**config.mk**
```make
export PLATFORM = sky130hd
export DESIGN_NAME = load_store_unit
export DESIGN_NICKNAME = d
export VERILOG_FILES = /design/src/rtl/load_store_unit.sv
export SDC_FILE = /design/constraint.sdc
export NUM_CORES = 1
export LEC_CHECK = 0
export BUFFER_PORTS_ARGS = -buffer_cell sky130_fd_sc_hd__buf_2
export CORE_AREA = 2 2 123 101
export CTS_BUF_LIST = sky130_fd_sc_hd__clkbuf_4 sky130_fd_sc_hd__clkbuf_8
export DETAILED_ROUTE_END_ITERATION = 6
export DIE_AREA = 0 0 125 103
export HOLD_SLACK_MARGIN = 0.15
export PLACE_DENSITY_LB_ADDON = 0.15
export SLEW_MARGIN = 20
export SYNTH_ARGS = -nofsm -noshare
export SYNTH_HDL_FRONTEND = slang
export SYNTH_SLANG_ARGS = --single-unit
export TNS_END_PERCENT = 30
```
**constraint.sdc**
```tcl
create_clock -name clk -period 9.81 [get_ports clk]
set_input_delay 1.4715 -clock clk [delete_from_list [all_inputs] [get_ports clk]]
set_output_delay 1.4715 -clock clk [all_outputs]
set_load 0.005 [all_outputs]
```
**src/rtl/load_store_unit.sv**
```systemverilog
`default_nettype none
// ============================================================================
// Module   : load_store_unit
// Purpose  : Load/store unit between the CPU datapath and the memory slave on
//            the system bus. Accepts one request at a time, drives a single
//            bus access per request, replicates store data across byte lanes
//            and extracts/extends load data. Bus faults (and the illegal size
//            encoding) come back as a response error and never strobe memory.
// Ports    : clk, rst (async, active-high)
//            req_*  : request handshake from CPU (valid/ready, we, size,
//                     unsigned, addr, wdata)
//            resp_* : response handshake to CPU (valid/ready, rdata, error)
//            bus_*  : single-cycle bus access (addr, size, rd, wr, wdata,
//                     rdata one cycle after rd, combinational error)
// Revision : 1.0 - initial release
// ============================================================================
module load_store_unit #(
  parameter int ADDR_WIDTH = 32,
  parameter int BUS_WIDTH  = 32
) (
  input  logic                  clk,
  input  logic                  rst,
  input  logic                  req_valid,
  output logic                  req_ready,
  input  logic                  req_we,
  input  logic [1:0]            req_size,
  input  logic                  req_unsigned,
  input  logic [ADDR_WIDTH-1:0] req_addr,
  input  logic [31:0]           req_wdata,
  output logic                  resp_valid,
  input  logic                  resp_ready,
  output logic [31:0]           resp_rdata,
  output logic                  resp_error,
  output logic [ADDR_WIDTH-1:0] bus_addr,
  output logic [1:0]            bus_size,
  output logic                  bus_rd,
  output logic                  bus_wr,
  output logic [BUS_WIDTH-1:0]  bus_wdata,
  input  logic [BUS_WIDTH-1:0]  bus_rdata,
  input  logic                  bus_error
);

  localparam logic [1:0] C_SIZE_BYTE = 2'b00;
  localparam logic [1:0] C_SIZE_HALF = 2'b01;
  localparam logic [1:0] C_SIZE_ILL  = 2'b11;

  typedef enum logic [1:0] {
    ST_IDLE  = 2'd0,
    ST_ISSUE = 2'd1,
    ST_RDATA = 2'd2,
    ST_RESP  = 2'd3
  } state_t;

  state_t                state_q, state_d;
  logic [ADDR_WIDTH-1:0] addr_q, addr_d;
  logic [1:0]            size_q, size_d;
  logic                  we_q, we_d;
  logic                  uns_q, uns_d;
  logic [BUS_WIDTH-1:0]  wdata_q, wdata_d;
  logic [31:0]           rdata_q, rdata_d;
  logic                  error_q, error_d;

  logic                  w_fault;
  logic [7:0]            w_byte;
  logic [15:0]           w_half;
  logic [31:0]           w_load_ext;
  logic [BUS_WIDTH-1:0]  w_wdata_rep;

  // The memory selects lanes of unshifted wdata with byte enables, so the
  // narrow store value must appear in every lane it could land in.
  always_comb begin
    case (req_size)
      C_SIZE_BYTE: w_wdata_rep = {4{req_wdata[7:0]}};
      C_SIZE_HALF: w_wdata_rep = {2{req_wdata[15:0]}};
      default:     w_wdata_rep = req_wdata;
    endcase
  end

  // bus_error depends only on addr/size, so gating rd/wr with it is loop-free.
  assign w_fault = bus_error || (size_q == C_SIZE_ILL);

  // Lane extraction from the returned word.
  always_comb begin
    case (addr_q[1:0])
      2'd0:    w_byte = bus_rdata[7:0];
      2'd1:    w_byte = bus_rdata[15:8];
      2'd2:    w_byte = bus_rdata[23:16];
      default: w_byte = bus_rdata[31:24];
    endcase
    w_half = addr_q[1] ? bus_rdata[31:16] : bus_rdata[15:0];
    case (size_q)
      C_SIZE_BYTE: w_load_ext = uns_q ? {24'd0, w_byte} : {{24{w_byte[7]}}, w_byte};
      C_SIZE_HALF: w_load_ext = uns_q ? {16'd0, w_half} : {{16{w_half[15]}}, w_half};
      default:     w_load_ext = bus_rdata;
    endcase
  end

  always_comb begin
    state_d   = state_q;
    addr_d    = addr_q;
    size_d    = size_q;
    we_d      = we_q;
    uns_d     = uns_q;
    wdata_d   = wdata_q;
    rdata_d   = rdata_q;
    error_d   = error_q;
    req_ready = 1'b0;
    bus_rd    = 1'b0;
    bus_wr    = 1'b0;
    case (state_q)
      ST_IDLE: begin
        req_ready = 1'b1;
        if (req_valid) begin
          addr_d  = req_addr;
          size_d  = req_size;
          we_d    = req_we;
          uns_d   = req_unsigned;
          wdata_d = w_wdata_rep;
          rdata_d = 32'd0;
          error_d = 1'b0;
          state_d = ST_ISSUE;
        end
      end
      ST_ISSUE: begin
        bus_rd = !we_q && !w_fault;
        bus_wr = we_q && !w_fault;
        if (w_fault) begin
          error_d = 1'b1;
          state_d = ST_RESP;
        end else if (we_q) begin
          state_d = ST_RESP;
        end else begin
          state_d = ST_RDATA;
        end
      end
      ST_RDATA: begin
        rdata_d = w_load_ext;
        state_d = ST_RESP;
      end
      default: begin
        // No bypass: a new request is only taken once IDLE is reached.
        if (resp_ready) begin
          state_d = ST_IDLE;
        end
      end
    endcase
  end

  always_ff @(posedge clk or posedge rst) begin
    if (rst) begin
      state_q <= ST_IDLE;
      addr_q  <= '0;
      size_q  <= 2'b00;
      we_q    <= 1'b0;
      uns_q   <= 1'b0;
      wdata_q <= '0;
      rdata_q <= 32'd0;
      error_q <= 1'b0;
    end else begin
      state_q <= state_d;
      addr_q  <= addr_d;
      size_q  <= size_d;
      we_q    <= we_d;
      uns_q   <= uns_d;
      wdata_q <= wdata_d;
      rdata_q <= rdata_d;
      error_q <= error_d;
    end
  end

  assign resp_valid = (state_q == ST_RESP);
  assign resp_rdata = rdata_q;
  assign resp_error = error_q;
  assign bus_addr   = addr_q;
  assign bus_size   = size_q;
  assign bus_wdata  = wdata_q;

endmodule
`default_nettype wire
```
Word-level counts from Yosys, hierarchy flattened

Cells that the tools add are included.

Muxes and demuxes: 19
Equal/unequal tests: 10
Reductions and logical operators: 16

Operators with widths:

| kind                                          | number |
|---|---|
| case mux 32 bit (2 select lines)              | 3 |
| two-way mux 32 bit                            | 3 |
| case mux 8 bit (3 select lines)               | 1 |
| two-way mux 16 bit                            | 1 |
| == test 2 x 1 -> 1 bit, second input constant | 4 |
| == test 2 bit, second input constant          | 4 |
| logical NOT 2 bit                             | 4 |
| two-way mux 1 bit                             | 7 |
| case mux 2 bit (3 select lines)               | 1 |
| AND reduction 2 bit                           | 3 |
| two-way mux 2 bit                             | 2 |
| inequality test 2 bit, second input constant  | 2 |
| nonzero test 2 bit                            | 2 |
| nonzero test 4 bit                            | 1 |
| AND reduction 3 bit                           | 1 |
| logical AND 1 bit                             | 2 |
| logical NOT 1 bit                             | 2 |
| case mux 1 bit (2 select lines)               | 1 |
| logical OR 1 bit                              | 1 |

Input bits: 105
Output and inout bits: 103
Word-level logic and storage cells: 53
Bits in registers: 103

Longest topological paths before layout

Gate-level depths: netlist of run 1.

Depth after elaboration: 5
Depth in mapped cells: 7
Gate-level depth less buffers: 6

Worst setup path after synthesis of run 1

OpenSTA, ideal clock, no wires.

Path type: input to output
Start point: input bus_error
End point: output bus_rd
Data required time: 8.339 ns
Buffers on the path: 0
Cell stages on the path: 2
Arrival time: 1.832 ns
Setup slack: 6.507 ns
Cells stage by stage: a21oi_1 > and3_1

Cells in the longest elaborated chain, start to end: 4

Ends and longest elaborated chain:

| element           | RTL line | source |
|---|---|---|
| start, declared   | 40       | `input logic bus_error` |
| logical OR 1 bit  | 80       | `assign w_fault = bus_error \|\| (size_q == C_SIZE_ILL);` |
| logical NOT 1 bit | 125      | `bus_rd = !we_q && !w_fault;` |
| logical AND 1 bit | 125      |  |
| two-way mux 1 bit | 110      | `case (state_q)` |
| end, declared     | 36       | `output logic bus_rd,` |

Every way passes these cells.

Final worst setup path of run 1

Start point: input bus_error
End point: output bus_wr

Cells in the longest elaborated chain, start to end: 4

Ends and longest elaborated chain:

| element           | RTL line | source |
|---|---|---|
| logical OR 1 bit  | 80       |  |
| logical NOT 1 bit | 126      | `bus_wr = we_q && !w_fault;` |
| logical AND 1 bit | 126      |  |
| two-way mux 1 bit | 110      |  |
| end, declared     | 37       | `output logic bus_wr,` |

Every way passes these cells.

==> reports/qor.yml, run 1 <==
sta:
  hold_viol: 0
  grt_setup_unrepaired: "false"
  worst_pin_slew_ns: 1.03
  finClkSkew_ns: 0.0115
  fin_ws_ns: 6.26
  relSlewSlack_pct: 31.6
  hold_ws_ns: 0.483
  drv_slew: 0
  period_minus_slack_ns: 3.55
  fin_crit_sh_pct: 36.2
  fmax_mhz: 282
  setup_viol: 0
  final.setup.tns_ns: 0
synth:
  synth-seq-area-share_pct: 54.6
  synth_cell_types: 37
  netlist_area_um2: 4720
  synth_ff_type: "dfrtp_1"
  synth_warnings: 0
  synthArstFlopShare_pct: 100
  syn_avg_cell_area_um2: 11.9
  synth_edf_count: 0
  ys_ff_latch: 103
  syn-num-nets: 507
  synthesis.instances: 398
grt:
  antenna_found_initial: 0
  grt_pass1_wl_um: 18600
  grt_pass1_vias: 3634
  gr-total-overflow: 0
  gr-usage-all-layers_pct: 18.0
  grt_max_degree: 88
worst_setup_path:
  cp-startpoint: "bus_error"
  criticalPathCategory: "in -> out"
  crit_top_cell: "buf_2"
  cp-end-kind: "output pin"
  critPathBufInv: 2
  slowest_delay_ns: 0.21
  cp_top_family: "buffers and inverters"
  required_ns: 8.34
  cp_slowest_cell: "a21oi_1"
  cp.arrival_ns: 2.08
  startpoint_type: "input pin"
  crit_chain: "buf_2 > a21oi_1 > and3_1 > buf_2"
  critPathMaxFanout: 4
  r2r-start: "bus_addr[1]"
floorplan:
  fp.dieArea_um2: 12900
  die_w_um: 125
  die_h_um: 103
  initial_core_util_pct: 40.0
  core-area_um2: 11800
  fp-row-count: 36
  ioPinCount: 208
cts:
  cts_tree: "done"
  cts_resized: 0
  clock-sinks: 103
  clock_latency_ns: 0.36
  cts_made_buffers: 9
  clkTransAtPathRegs_ns: 0.10
  htreeDepth: 3
  hold_buffers: 0
  post-cts-setup-buffers: 0
  clock_path_buffers: 2
  cts_root_buffer: "clkbuf_8"
route:
  wirelength_um: 12200
  firstDrtPassIters: 4
  route.detailed.drc: 0
  ant_nets: 0
  drt_iter0_drc: 296
  vias_per_cell: 5.12
  dr_total_vias: 3826
  drt-wirelength-per-cell_um: 16.3
finish:
  utilization_pct: 51.5
  syn_to_final_growth_pct: 28.9
  fillers: 1088
  drive_gt1_share_pct: 46.9
  register_area_um2: 2580
  final_common_cell: "buf_2"
  antenna_cells: 0
  multiInputGateArea_um2: 2000
  instances_no_fill: 747
  final_cell_mix: "buf_2, dfrtp_1, mux2_2"
  num-nets-final: 699
placement:
  dp_cells: 731
  dpl.hpwl_um: 8850
  place_ws_ns: 6.26
  routabilityCongestion: 0.797
  portBuffers: 207
outcome:
  status: "finished, final reports clean"
power_and_ir_drop:
  p_per_area_nw_per_um2: 300
  vdd_drop_max_mv: 0.137
  leakage_uw: 0.00308
hold_path:
  hold_path_class: "reg -> reg"
  min_from: "bus_wdata[25]"
run:
  drv_cap: 0
==> layout make-up <==
cell class	instances	share of cell area (%)
multi-input cells	260	32.9
clock buffers	10	2.26
well taps	152	3.13
inverters	6	0.412
clock inverters	6	1.52
repair buffers	210	17.4
flip-flops and latches	103	42.4
==> cells in the mapped netlist, drive strengths merged (5+ instances only) <==
library cell,number,area (µm²)
nand2,39,146
o21ai,26,130
a311oi,6,52.6
buf,9,56.3
a21oi,19,98.9
nor2,17,73.8
o31ai,6,45.0
a22o,7,61.3
nand3b,6,45.0
mux2,44,495
a221o,18,180
mux2i,32,320
o22ai,9,56.3
clkbuf,20,75.1
inv,5,18.8
a2bb2oi,7,61.3
dfrtp,103,2580
==> report_power, final <==
group          internal [µW]  leakage (µW)  switching [µW]
Combinational            396       0.00170             374
Clock                    152      0.000109             152
Sequential               616       0.00128             135
Total                   1160       0.00308             662
==> kinds of logic (layout without fill, tap and decap cells) <==
| group | Yosys count | count (layout) | share of synthesized area [%] |
|---|---|---|---|
| muxes | 77 | 77 | 17.8 |
| AOI/OAI and AO/OA | 103 | 103 | 15.4 |
| adders and majority gates | 4 | 4 | 1.06 |
| buffers and inverters | 35 | 232 | 3.26 |
| and+or+nand+nor | 76 | 76 | 7.85 |
| DFF | 103 | 103 | 54.6 |
==> final timing paths <==
check                      slack [ns]  depth (start not counted)             end
setup / recovery                 6.26                          4          bus_wr
hold / removal                   0.48                          2   bus_wdata[25]
setup reg to reg                 7.30                          4  resp_rdata[21]
hold reg to reg                  0.48                          2   bus_wdata[25]
max in group asynchronous        7.49                          3   resp_rdata[2]
min in group asynchronous        1.17                          2   bus_wdata[24]
==> through the flow <==
stage | power [µW] | instance area [µm²]
2_1_floorplan | 1230 | 4720
3_3_place_gp | 1520 | 5850
3_5_place_dp | 1540 | 5850
4_1_cts | 1850 | 6080
5_1_grt | 1970 | 6080
6_report | 1830 | 6080
==> routing by layer <==
metal  vias to the layer above  track usage [%]  routed length, µm
met5                         -                0                  0
met4                         0             4.36                133
met3                        10             5.86                950
met2                       160             27.5               5420
met1                      1811             25.2               5650
li1                       1845                -                  -
==> state kept, by name, summed over array words and instances, names as in the netlist <==
signal      count
we_q            1
bus_size        2
bus_addr       32
uns_q           1
bus_wdata      32
state_q         2
resp_rdata     32
resp_error      1
==> worst register-to-register path, stage by stage, from the launching register on <==
cell     delay, ns
dfrtp_1       1.03
mux4_2        0.44
nor2_4        0.05
nor4b_4       0.73
a221o_1       0.22
(Power assumes the default switching activity.)
==> run 2: changes to the inputs <==
- ABC_AREA: not set -> 1
- CORE_AREA: 2 2 123 101 -> 2 2 125 102
- DIE_AREA: 0 0 125 103 -> 0 0 127 104
- clock period: 9.81 -> 3.4 ns (I/O delays scaled with it)
==> reports/qor.yml, run 2 <==
outcome:
  status: "finished, final reports clean"
worst_setup_path:
  cp_top_family: "flip-flops"
  cp-startpoint: "bus_size[0]"
  startpoint_type: "flip-flop"
  crit_cells: 4  # unchanged
  r2r_end: "bus_addr[10]"
  cp.arrival_ns: 1.74  # -0.34 ns
  required_ns: 2.89  # -5.45 ns
  rr_worst_depth: 7  # +3
  ff2ff_setup_slack_ns: 1.26  # -6.04 ns
  crit_chain: "a21oi_1 > nand2_1 > nor2_1 > buf_2"
  cp-endpoint: "bus_rd"
  slowest_delay_ns: 0.56  # +0.35 ns
  critPathMaxFanout: 14  # +10
  cp-end-kind: "output pin"
  critPathBufInv: 1  # -1
  cp_slowest_cell: "dfrtp_1"
  criticalPathCategory: "reg -> out"
  r2r-start: "state_q[0]"
route:
  drt-wirelength-per-cell_um: 14.6  # -10%
  wirelength_um: 14300  # +18%
  dr_total_vias: 4834  # +26%
  firstDrtPassIters: 5  # +1
  route.detailed.drc: 0  # unchanged
  drt_iter0_drc: 243  # -18%
  ant_nets: 0  # unchanged
  vias_per_cell: 4.94  # -3.6%
grt:
  grt_pass1_wl_um: 23300  # +25%
  antenna_found_initial: 0  # unchanged
  grt_max_degree: 68  # -23%
  grt_pass1_vias: 4638  # +28%
  gr-usage-all-layers_pct: 21.8  # +3.7 points
  gr-total-overflow: 0  # unchanged
floorplan:
  ioPinCount: 208  # unchanged
  core-area_um2: 12000  # +1.5%
  die_w_um: 127  # +1.6%
  fp-row-count: 36  # unchanged
  die_h_um: 104  # +0.97%
  initial_core_util_pct: 40.2  # +0.27 points
  fp.dieArea_um2: 13200  # +2.6%
sta:
  worst_pin_slew_ns: 0.930  # -0.0959 ns
  fmax_mhz: 445
  setup_viol: 0  # unchanged
  final.setup.tns_ns: 0  # unchanged
  period_minus_slack_ns: 2.25
  drv_slew: 0  # unchanged
  hold_viol: 0  # unchanged
  relSlewSlack_pct: 37.9  # +6.3 points
  hold_ws_ns: 0.201  # -0.282 ns
  finClkSkew_ns: 0.0174  # +0.00595 ns
  fin_crit_sh_pct: 66.0
  grt_setup_unrepaired: "false"
synth:
  synth_edf_count: 0  # unchanged
  synth_ff_type: "dfrtp_1"
  synth-seq-area-share_pct: 53.5  # -1.2 points
  synth_warnings: 0  # unchanged
  netlist_area_um2: 4820  # +2.2%
  ys_ff_latch: 103  # unchanged
  synthesis.instances: 628  # +58%
  netlist_top_cells_area: "dfrtp_1, nand2_1, nor2_1"
  syn-num-nets: 737  # +45%
  yosysTopAreaCellShare_pct: 53.5  # -1.2 points
  synth_cell_types: 27  # -27%
  yosysTopAreaCell: "dfrtp_1"
  syn_avg_cell_area_um2: 7.68  # -35%
  synth_common_cells: "nand2_1, dfrtp_1, nor2_1, a21oi_1, inv_1"
  synthArstFlopShare_pct: 100  # unchanged
  yosysMostFrequentCell: "nand2_1"
power_and_ir_drop:
  p_per_area_nw_per_um2: 873  # +190%
  vdd_drop_max_mv: 0.449  # +230%
  leakage_uw: 0.00356  # +16%
finish:
  final_area_um2: 6180  # +1.7%
  syn_to_final_growth_pct: 28.2
  utilization_pct: 51.6  # +0.071 points
  drive_gt1_share_pct: 28.8  # -18 points
  final_cell_mix: "nand2_1, buf_2, dfrtp_1"
  antenna_cells: 0  # unchanged
  num-nets-final: 931  # +33%
  instances_no_fill: 979  # +31%
  final_common_cell: "nand2_1"
cts:
  cts_made_buffers: 9  # unchanged
  cts_root_buffer: "clkbuf_8"
  cts_tree: "done"
  htreeDepth: 3  # unchanged
  clock_path_buffers: 2  # unchanged
  clkTransAtPathRegs_ns: 0.10  # about the same
  clock-sinks: 103  # unchanged
  cts_resized: 0  # unchanged
  clock_latency_ns: 0.38  # +0.02 ns
  hold_buffers: 0  # unchanged
  post-cts-setup-buffers: 0  # unchanged
placement:
  dp_cells: 963  # +32%
  dpl.hpwl_um: 10300  # +16%
  routabilityCongestion: 0.887  # +11%
  portBuffers: 207  # unchanged
  dpl_cell_area_um2: 5960  # +1.9%
run:
  drv_cap: 0  # unchanged
hold_path:
  hold_path_class: "in -> async"
run 2: how the worst min path moves through the flow:
stage / start / endpoint / slack, ns / depth (start not counted)
5_1_grt: rst / bus_wdata[18] / 0.24 / 2
3_3_place_gp: resp_rdata[2] / resp_rdata[2] / 0.46 / 2
3_5_place_dp: bus_addr[23] / bus_addr[23] / 0.46 / 2
2_1_floorplan: resp_rdata[7] / resp_rdata[7] / 0.47 / 2
6_report: rst / bus_addr[16] / 0.20 / 2
4_1_cts: rst / bus_addr[20] / 0.22 / 2
run 2: metrics by stage:
stage / total power (µW) / worst slack, ns
final: 5400 / 1.15
after global routing: 5890 / 1.02
after CTS: 5450 / 1.13
after detailed placement: 4560 / 1.33
after global placement: 4480 / 1.42
after floorplan: 3620 / 0.186
run 2: final cells by class:
type / count / area [µm²]
fill: 1213 / 5800
sequential: 103 / 2580
multi-input combinational: 465 / 1990
timing repair buffer: 212 / 1090
tap: 152 / 190
clock buffer: 9 / 124
inverter: 31 / 120
clock inverter: 7 / 95.1
run 2: metal layers:
| layer | up-vias | part of all wire [%] | GRT usage, % |
|---|---|---|---|
| met5 | - | 0 | 0 |
| met4 | 0 | 2.4 | 6.99 |
| met3 | 27 | 6.9 | 5.56 |
| met2 | 185 | 46 | 33.4 |
| met1 | 2275 | 44 | 30.4 |
| li1 | 2347 | - | - |
run 2: cell families (layout without fill, tap and decap cells):
group	count (synthesis)	in the layout	share of synthesized area, %
and+or+nand+nor	369	369	29.6
DFF	103	103	53.5
AOI/OAI and AO/OA	92	92	10.6
buffers and inverters	60	259	5.32
adders and majority gates	4	4	1.04
run 2: report_power, final:
group	internal (µW)	switching [µW]
clock	417	452
sequential	1760	358
combinational	956	1460
